===== src/rtl/regs_wb_arbiter.sv =====
// Round-robin writeback arbiter sharing the register-file write port between
// requester A (ALU) and B (load). Optional forwarding ports under REGS_WB_BYPASS_EN.
module regs_wb_arbiter #(
  parameter int CNT_W = 16
) (
  input  logic             CLK,
  input  logic             Reset,
  input  logic             Hold,
  input  logic             A_Valid,
  input  logic [4:0]       A_Addr,
  input  logic [31:0]      A_Data,
  output logic             A_Ready,
  input  logic             B_Valid,
  input  logic [4:0]       B_Addr,
  input  logic [31:0]      B_Data,
  output logic             B_Ready,
  output logic             Write_Reg,
  output logic [4:0]       W_Addr,
  output logic [31:0]      W_Data,
  output logic [CNT_W-1:0] Wr_Count
`ifdef REGS_WB_BYPASS_EN
  ,
  input  logic [4:0]       R_Addr_A,
  input  logic [4:0]       R_Addr_B,
  output logic             Fwd_Hit_A,
  output logic             Fwd_Hit_B,
  output logic [31:0]      Fwd_Data_A,
  output logic [31:0]      Fwd_Data_B
`endif
);

  logic             last_b;
  logic             grant_a_p0;
  logic             grant_b_p0;
  logic             xfer_p0;
  logic [4:0]       addr_p0;
  logic signed [31:0] data_p0;

  logic             vld_p1;
  logic [4:0]       addr_p1;
  logic signed [31:0] data_p1;
  logic [CNT_W-1:0] cnt_p1;

  // Stage p0: combinational grant and write-source select
  always_comb begin
    grant_a_p0 = 1'b0;
    grant_b_p0 = 1'b0;
    if (!Reset && !Hold) begin
      grant_a_p0 = A_Valid && (!B_Valid || last_b);
      grant_b_p0 = B_Valid && (!A_Valid || !last_b);
    end
  end

  assign xfer_p0 = grant_a_p0 | grant_b_p0;
  assign addr_p0 = grant_b_p0 ? B_Addr : A_Addr;
  assign data_p0 = grant_b_p0 ? B_Data : A_Data;

  assign A_Ready = grant_a_p0;
  assign B_Ready = grant_b_p0;

  // Stage p1: registered write port; $0 transfers are accepted but dropped
  always_ff @(posedge CLK) begin
    if (Reset) begin
      vld_p1  <= 1'b0;
      addr_p1 <= '0;
      data_p1 <= '0;
      cnt_p1  <= '0;
      last_b  <= 1'b1;
    end else begin
      vld_p1 <= 1'b0;
      if (xfer_p0) begin
        last_b <= grant_b_p0;
        if (addr_p0 != 5'd0) begin
          vld_p1  <= 1'b1;
          addr_p1 <= addr_p0;
          data_p1 <= data_p0;
          cnt_p1  <= cnt_p1 + CNT_W'(1);
        end
      end
    end
  end

  assign Write_Reg = vld_p1;
  assign W_Addr    = addr_p1;
  assign W_Data    = data_p1;
  assign Wr_Count  = cnt_p1;

`ifdef REGS_WB_BYPASS_EN
  // Forward the in-flight write so readers see it before regs commits it
  assign Fwd_Hit_A  = vld_p1 && (addr_p1 == R_Addr_A) && (R_Addr_A != 5'd0);
  assign Fwd_Hit_B  = vld_p1 && (addr_p1 == R_Addr_B) && (R_Addr_B != 5'd0);
  assign Fwd_Data_A = Fwd_Hit_A ? data_p1 : 32'd0;
  assign Fwd_Data_B = Fwd_Hit_B ? data_p1 : 32'd0;
`endif

endmodule

===== config.mk =====
export PLATFORM = sky130hd
export DESIGN_NAME = regs_wb_arbiter
export DESIGN_NICKNAME = d
export VERILOG_FILES = /design/src/rtl/regs_wb_arbiter.sv
export SDC_FILE = /design/constraint.sdc
export NUM_CORES = 1
export LEC_CHECK = 0
export CORE_MARGIN = 2
export CORE_UTILIZATION = 35
export CTS_CLUSTER_SIZE = 30
export DETAILED_ROUTE_END_ITERATION = 10
export GPL_TIMING_DRIVEN = 0
export PLACE_DENSITY_LB_ADDON = 0.08
export SKIP_CTS_REPAIR_TIMING = 1
export SYNTH_ARGS = -nofsm -noshare
export SYNTH_HDL_FRONTEND = slang
export SYNTH_SLANG_ARGS = --single-unit

===== constraint.sdc =====
create_clock -name CLK -period 4.33 [get_ports CLK]
set_input_delay 0.6495 -clock CLK [delete_from_list [all_inputs] [get_ports CLK]]
set_output_delay 0.6495 -clock CLK [all_outputs]
set_load 0.01 [all_outputs]

==> Word level (Yosys, flattened, before mapping) <==
Index checks and enable logic that the tools add are counted.
{ "totals": {"ff_bits": 55, "inputBits": 79, "output_inout_bits": 56, "wordCells": 26} }
{ "classes": {"n_addsub": 1, "n_mux": 5, "bitwise": 2, "n_reduce_logical": 13} }
{ "op_table": {"columns": ["cell", "n"], "rows": [
  ["32-bit 2-to-1 mux", 1],
  ["16-bit by 1-bit adder with 16-bit output, second input constant", 1],
  ["1-bit logical NOT", 5],
  ["5-bit 2-to-1 mux", 1],
  ["5-bit nonzero test", 1],
  ["1-bit logical AND", 3],
  ["1-bit 2-to-1 mux", 3],
  ["1-bit logical OR", 2],
  ["2-bit AND reduction", 1],
  ["2-bit OR reduction", 1],
  ["1-bit NOT", 1],
  ["1-bit OR", 1]
]} }

==> Logic depth before layout (Yosys ltp) <==
Gate-level depths: netlist (run 1).
{ "logic_depth": {"depth_word": 7, "depth_mapped": 10, "depth_no_buf": 6} }

==> Worst setup path after synthesis (run 1) <==
No wires, ideal clock.
{ "synth_path": {"path_kind": "in2reg", "from": "in A_Addr[3]", "to": "reg addr_p1[2] (netlist: W_Addr[2])", "setup_ns": 0.146, "arrival_ns": 2.178, "t_required_ns": 4.184, "slack_ns": 2.006, "path_stages": 9, "path_buffers": 3, "path_cell_list": "or4_1 > a211oi_2 > or3_1 > buf_6 > inv_2 > buf_6 > buf_2 > nor2_1 > a211oi_2"} }
{ "synth_between": {"elab_chain_len": 3} }
{ "synth_rtl": {"columns": ["item", "line", "source"], "rows": [
  ["from (decl)", "10", "input logic [4:0] A_Addr,"],
  ["5-bit 2-to-1 mux", "55", "assign addr_p0 = grant_b_p0 ? B_Addr : A_Addr;"],
  ["5-bit nonzero test", "73", "if (addr_p0 != 5'd0) begin"],
  ["2-bit AND reduction (no source line)", null, null],
  ["to (signal assigned)", "75", "addr_p1 <= addr_p0;"],
  ["to (decl)", "40", "logic [4:0] addr_p1;"]
]} }
No other way between the ends.
A chain may end at the register's enable or synchronous reset.

==> Final worst setup path (run 1) <==
{ "layout_path": {"from": "in A_Valid", "to": "out B_Ready"} }
{ "layout_between": {"elab_chain_len": 4} }
{ "layout_rtl": {"columns": ["item", "line", "source"], "rows": [
  ["from (decl)", "9", "input logic A_Valid,"],
  ["1-bit logical NOT", "50", "grant_b_p0 = B_Valid && (!A_Valid || !last_b);"],
  ["1-bit logical OR", "50", null],
  ["1-bit logical AND", "50", null],
  ["1-bit 2-to-1 mux", "48", "if (!Reset && !Hold) begin"],
  ["to (decl)", "16", "output logic B_Ready,"]
]} }
No other way between the ends.

==> impl_metrics.json, run 1 <==
{
  "dr.pass1.iters": 4,
  "layout-drive-gt1-share_pct": 12.9,
  "layout.cell_area.non_filler_sq_mm": 0.00423,
  "maxSlewViolCount": 0,
  "netlist_top_cells_area": "sky130_fd_sc_hd__dfxtp_1 41%, sky130_fd_sc_hd__mux2i_1 15%, sky130_fd_sc_hd__a211oi_2 14%, sky130_fd_sc_hd__nor2_1 5.6%, sky130_fd_sc_hd__buf_6 2.5%",
  "crit_path_cell_trace": "clkdlybuf4s50_1, a211oi_2, nand2_1, buf_2, buf_1, inv_1, clkdlybuf4s50_1",
  "gp_congestion": 0.750,
  "hold_slack_ns": 0.482,
  "post-route-period-util_pct": 81.5,
  "die-area_sq_mm": 0.00840,
  "synth_top_cell_area_share_pct": 41.0,
  "cap_viol_max_count": 0,
  "synth-edff-count": 0,
  "postLayoutSetupSlackWorst_ns": 0.802,
  "global_route.overflow_total": 0,
  "syn_area_per_cell_sq_um": 10.0,
  "critical-path-max-stage-delay_ns": 0.57,
  "final_hold_viol_count": 0,
  "yosys_register_bits": 55,
  "p_comb_share_pct": 23.2,
  "ff2ff_path_depth": 8,
  "worst-path-max-fanout": 10,
  "die_height_microns": 91.6,
  "design.core.area_sq_mm": 0.00733,
  "antenna-diode-count": 0,
  "cpMostUsedCell": "sky130_fd_sc_hd__clkdlybuf4s50_1",
  "critical_path_type": "primary input to output pin",
  "drc": 0,
  "place.detailed.hpwl_mm": 5.69,
  "max_clock_freq_mhz": 283,
  "clock-skew-final_ns": 0.00897,
  "worst_ir_drop_vdd_v": 0.000124,
  "seq_area_frac_synth_pct": 41.0,
  "hold_class": "flip-flop to flip-flop",
  "layout.core_utilization_pct": 57.8,
  "layoutNonFillerInstCount": 509,
  "ctsLongestPathBuffers": 2,
  "synthCells": 268,
  "first_global_vias": 2464,
  "worst_ep_arrival_time_ns": 2.88,
  "filler_cell_count": 655,
  "yosys.cell_types.count": 33,
  "end_kind": "output pin",
  "clock_tree.root_cell": "sky130_fd_sc_hd__clkbuf_8",
  "rsz0062_at_grt": "no",
  "cts_tree": "yes",
  "relSlewSlack_pct": 47.6,
  "power.total_mw": 1.08,
  "yosys-top-cells-count": "55 x sky130_fd_sc_hd__dfxtp_1, 40 x sky130_fd_sc_hd__mux2i_1, 40 x sky130_fd_sc_hd__nor2_1",
  "post_synthesis_net_count": 348,
  "p_clk_share_pct": 26.5,
  "postSynth.topFlopCell": "sky130_fd_sc_hd__dfxtp_1",
  "power_report.internal_total_uw": 794,
  "synth.most_common_cell": "sky130_fd_sc_hd__dfxtp_1",
  "net-switching-power_uw": 286,
  "drt-total-wl_mm": 7.40,
  "horizontal_extent_of_the_die_microns": 91.6,
  "i_o_pins": 135,
  "postPlaceCellArea_sq_mm": 0.00415,
  "sinks_on_clock_net": 55,
  "tritoncts.num_buffers": 5,
  "hold_path_depth": 2,
  "seq_power_share_pct": 50.4,
  "power.leakage_nw": 1.67,
  "pre_cts_slack_ns": 0.778,
  "initialDrtViolationCount": 70,
  "yosys_warnings": 0,
  "netSwitchingFraction_pct": 26.5,
  "row_count": 31,
  "cpLargestDelayFamily": "buffers and inverters",
  "htree_num_levels": 2,
  "fin_setup_tns_ns": 0,
  "clock_slew_at_reported_path_ffs_ns": 0.10,
  "synthDominantAreaCellType": "sky130_fd_sc_hd__dfxtp_1",
  "detail_route.vias_per_cell": 4.92,
  "p_per_area_mw_per_mm2": 255,
  "routedWlPerCell_microns": 14.5,
  "report.final.setup_viol": 0,
  "worstMarginPinSlew_ns": 0.786,
  "placedCellCount": 501,
  "number_of_antenna_violations_at_the_first_check_in_global_routing": 0,
  "synth_async_sr_flop_share_pct": 0,
  "clk-insertion-delay-late_ns": 0.31,
  "outcome": "finished clean",
  "worstPathBufferInverterCount": 5,
  "start_kind": "primary input",
  "drtAntennaViolNets": 0,
  "route.vias.total": 2504,
  "crit_path_top_delay_cell": "sky130_fd_sc_hd__buf_1",
  "path_depth": 7,
  "finalCriticalPeriod_ns": 3.53,
  "global_route_wire_length_before_repair_mm": 11.9,
  "flow.area_growth_from_synthesis_pct": 57.5,
  "required_ns": 3.68,
  "synthesis.area_sq_mm": 0.00269,
  "floorplan.initialDensity_pct": 36.7,
  "nets": 489,
  "gr-usage-all-layers_pct": 17.3,
  "largest_net_degree_at_the_start_of_global_routing": 16,
  "placement.io_buffers": 134
}
cell type report:
type / count / area (sq um) / area share, %
Buffer: 20 / 126 / 2.98
Multi-Input combinational cell: 189 / 1450 / 34.1
Inverter: 4 / 15.0 / 0.355
Clock buffer: 7 / 76.3 / 1.80
Sequential cell: 55 / 1100 / 26.0
Tap cell: 99 / 124 / 2.93
Timing Repair Buffer: 134 / 1340 / 31.7
Clock inverter: 1 / 5.00 / 0.118
path summary, 6_finish.rpt:
check	startpoint	end	slack (ns)
setup / recovery	A_Valid	B_Ready	0.80
hold reg to reg	W_Addr[1]	W_Addr[1]	0.48
setup reg to reg	last_b	W_Data[29]	2.22
hold / removal	W_Addr[1]	W_Addr[1]	0.48
state kept, by name (all words and copies together) (netlist names):
| name | count |
|---|---|
| W_Data | 32 |
| last_b | 1 |
| Wr_Count | 16 |
| Write_Reg | 1 |
| W_Addr | 5 |
cell usage in the layout (no fill, tap or decap), types with 3 or more instances in the layout:
| cell | count |
|---|---|
| sky130_fd_sc_hd__buf_2 | 5 |
| sky130_fd_sc_hd__nor2_1 | 40 |
| sky130_fd_sc_hd__xnor2_1 | 3 |
| sky130_fd_sc_hd__o31ai_1 | 7 |
| sky130_fd_sc_hd__nand2_1 | 9 |
| sky130_fd_sc_hd__clkbuf_8 | 5 |
| sky130_fd_sc_hd__nor4_1 | 3 |
| sky130_fd_sc_hd__a211oi_1 | 6 |
| sky130_fd_sc_hd__nand4_1 | 4 |
| sky130_fd_sc_hd__nand3_1 | 4 |
| sky130_fd_sc_hd__clkdlybuf4s50_1 | 134 |
| sky130_fd_sc_hd__clkbuf_1 | 10 |
| sky130_fd_sc_hd__dfxtp_1 | 55 |
| sky130_fd_sc_hd__a211oi_2 | 31 |
| sky130_fd_sc_hd__a21oi_1 | 12 |
| sky130_fd_sc_hd__nand2b_1 | 5 |
| sky130_fd_sc_hd__mux2i_1 | 40 |
| sky130_fd_sc_hd__inv_1 | 3 |
| sky130_fd_sc_hd__buf_6 | 6 |
| sky130_fd_sc_hd__or4_1 | 8 |
worst min-delay path, delay by kind of cell, from the launching register on:
kind / cells / cell delay [ns]
DFF: 1 / 0.34
and+or+nand+nor: 1 / 0.06
AOI/OAI and AO/OA: 1 / 0.05
power groups by stage:
stage | logic (mW) | clock network, mW | registers [mW]
3_3_place_gp | 0.251 | 0 | 0.554
3_5_place_dp | 0.253 | 0 | 0.555
5_1_grt | 0.270 | 0.309 | 0.547
2_1_floorplan | 0.0985 | 0 | 0.566
4_1_cts | 0.254 | 0.291 | 0.544
6_report | 0.250 | 0.285 | 0.544
logic make-up (layout without fill, tap and decap cells):
logic type	count (synthesis)	after routing	share of synthesized area, %
compound gates	62	62	22.2
xor+xnor	3	3	0.978
fa+ha+maj	1	1	0.465
buf+inv	24	166	5.26
flops	55	55	41.0
mux	40	40	14.9
simple gates	83	83	15.2
per-layer routing:
layer / track usage, % / part of all wire (%)
met2: 30.2 / 48
met4: 3.91 / 0.88
met3: 6.00 / 8.5
met1: 20.5 / 43
met5: 0 / 0
Note: power is estimated with default switching activity, not from simulation.
==> run 2: changes to the inputs <==
==> constraint.sdc (replaced) <==
create_clock -name CLK -period 3 [get_ports CLK]
set_input_delay 0.45 -clock CLK [delete_from_list [all_inputs] [get_ports CLK]]
set_output_delay 0.45 -clock CLK [all_outputs]
set_load 0.01 [all_outputs]
==> impl_metrics.json, run 2 (same netlist as run 1, synthesis figures left out) <==
{
  "largest_net_degree_at_the_start_of_global_routing": 16,
  "routedWlPerCell_microns": 14.5,
  "worst_ir_drop_vdd_v": 0.000178,
  "cpMostUsedCell": "sky130_fd_sc_hd__clkdlybuf4s50_1",
  "power.leakage_nw": 1.67,
  "design.core.area_sq_mm": 0.00733,
  "drt-total-wl_mm": 7.36,
  "htree_num_levels": 2,
  "row_count": 31,
  "first_global_vias": 2464,
  "worst-path-max-fanout": 19,
  "clock_slew_at_reported_path_ffs_ns": 0.10,
  "start_kind": "primary input",
  "worstPathBufferInverterCount": 4,
  "die-area_sq_mm": 0.00840,
  "placedCellCount": 501,
  "crit_path_start": "A_Valid",
  "outcome": "finished clean",
  "flow.area_growth_from_synthesis_pct": 57.4,
  "dr.pass1.iters": 4,
  "rsz0062_at_grt": "no",
  "flip_flop_count_of_the_largest_register_all_copies_and_words_added": 32,
  "sinks_on_clock_net": 55,
  "layout.area.seq_sq_mm": 0.00110,
  "i_o_pins": 135,
  "ctsLongestPathBuffers": 2,
  "report.final.setup_viol": 0,
  "worstMarginPinSlew_ns": 0.775,
  "fin_setup_tns_ns": 0,
  "relSlewSlack_pct": 48.3,
  "gp_congestion": 0.750,
  "end_kind": "output pin",
  "tritoncts.num_buffers": 5,
  "placement.io_buffers": 134,
  "clk-insertion-delay-late_ns": 0.31,
  "timing.rr.end": "W_Data[25]",
  "maxSlewViolCount": 0,
  "global_route_wire_length_before_repair_mm": 11.9,
  "rr_startpoint": "last_b",
  "multiInputGateArea_sq_mm": 0.00145,
  "worst_setup_path_end": "B_Ready",
  "die_height_microns": 91.6,
  "cts_tree": "yes",
  "place.detailed.hpwl_mm": 5.69,
  "cap_viol_max_count": 0,
  "crit_path_top_delay_cell": "sky130_fd_sc_hd__clkdlybuf4s50_1",
  "drc": 0,
  "initialDrtViolationCount": 71,
  "critical_path_type": "primary input to output pin",
  "power.total_mw": 1.56,
  "floorplan.initialDensity_pct": 36.7,
  "layout-drive-gt1-share_pct": 13.0,
  "clock_tree.root_cell": "sky130_fd_sc_hd__clkbuf_8",
  "reg2reg_setup_slack_ns": 0.70,
  "layoutNonFillerInstCount": 508,
  "route.vias.total": 2483,
  "crit_path_cell_trace": "clkdlybuf4s50_1, a211oi_2, nand2_1, buf_2, inv_1, clkdlybuf4s50_1",
  "required_ns": 2.55,
  "finalCriticalPeriod_ns": 2.83,
  "number_of_antenna_violations_at_the_first_check_in_global_routing": 0,
  "mostFrequentLayoutCells": "134 x sky130_fd_sc_hd__clkdlybuf4s50_1, 55 x sky130_fd_sc_hd__dfxtp_1, 40 x sky130_fd_sc_hd__nor2_1, 40 x sky130_fd_sc_hd__mux2i_1, 31 x sky130_fd_sc_hd__a211oi_2",
  "path_depth": 6,
  "cpLargestDelayFamily": "buffers and inverters",
  "p_per_area_mw_per_mm2": 368,
  "detail_route.vias_per_cell": 4.89,
  "global_route.overflow_total": 0,
  "final_hold_viol_count": 0,
  "post-route-period-util_pct": 94.2,
  "layout.core_utilization_pct": 57.7,
  "gr-usage-all-layers_pct": 17.3,
  "antenna-diode-count": 0,
  "filler_cell_count": 654,
  "horizontal_extent_of_the_die_microns": 91.6,
  "layout.cells.most_common": "sky130_fd_sc_hd__clkdlybuf4s50_1",
  "critical-path-max-stage-delay_ns": 0.53,
  "clock-skew-final_ns": 0.00946,
  "drtAntennaViolNets": 0,
  "max_clock_freq_mhz": 354,
  "ff2ff_path_depth": 6,
  "worst_ep_arrival_time_ns": 2.38,
  "nets": 488,
  "hold_class": "flip-flop to flip-flop"
}
## run 2: cell types whose count changed in the layout (fill, tap and decap cells not counted), sizes merged
cell  previous run  this run
buf             12        11
## run 2: final cells by class
class | instances | share of cell area (%)
Clock buffer | 7 | 1.80
Buffer | 19 | 2.90
Timing Repair Buffer | 134 | 31.7
Tap cell | 99 | 2.93
Clock inverter | 1 | 0.118
Sequential cell | 55 | 26.0
Multi-Input combinational cell | 189 | 34.2
Inverter | 4 | 0.355
## run 2: metal layers
metal | routed length, microns | GRT usage [%] | vias up
met5 | 0 | 0 | -
met4 | 65 | 3.91 | 0
met3 | 609 | 6.00 | 7
met2 | 3530 | 30.2 | 86
met1 | 3160 | 20.5 | 1124
li1 | - | - | 1266
## run 2: how the worst min path moves through the flow
stage / from / end / slack [ns] / cells after the start
after floorplan: Wr_Count[4] / Wr_Count[4] / 0.49 / 1
after global placement: W_Addr[1] / W_Addr[1] / 0.45 / 2
after detailed placement: W_Addr[1] / W_Addr[1] / 0.47 / 2
after CTS: W_Addr[1] / W_Addr[1] / 0.48 / 2
after global routing: W_Addr[1] / W_Addr[1] / 0.51 / 2
final: W_Addr[1] / W_Addr[1] / 0.48 / 2
## run 2: report_power, final
part	total [mW]	internal (mW)	leakage (nW)	switching, mW
combinational	0.360	0.215	1.18	0.146
sequential	0.785	0.765	0.450	0.0192
clock	0.411	0.165	0.0422	0.246
total	1.56	1.15	1.67	0.411
## run 2: worst register-to-register path: stages (launching register included)
cell and delay, ns:
sky130_fd_sc_hd__dfxtp_1 0.40, sky130_fd_sc_hd__a211oi_2 0.12, sky130_fd_sc_hd__nand2_1 0.09, sky130_fd_sc_hd__buf_2 0.48
sky130_fd_sc_hd__clkbuf_1 0.65, sky130_fd_sc_hd__mux2i_1 0.32, sky130_fd_sc_hd__a211oi_2 0.10
## run 2: through the flow
stage / hold slack [ns] / instance area, sq um / worst slack, ns
global placement: 0.453 / 4150 / -0.125
global route: 0.512 / 4230 / 0.0392
detailed placement: 0.471 / 4150 / -0.153
floorplan: 0.486 / 2690 / 0.876
finish: 0.480 / 4230 / 0.173
CTS: 0.484 / 4230 / -0.151
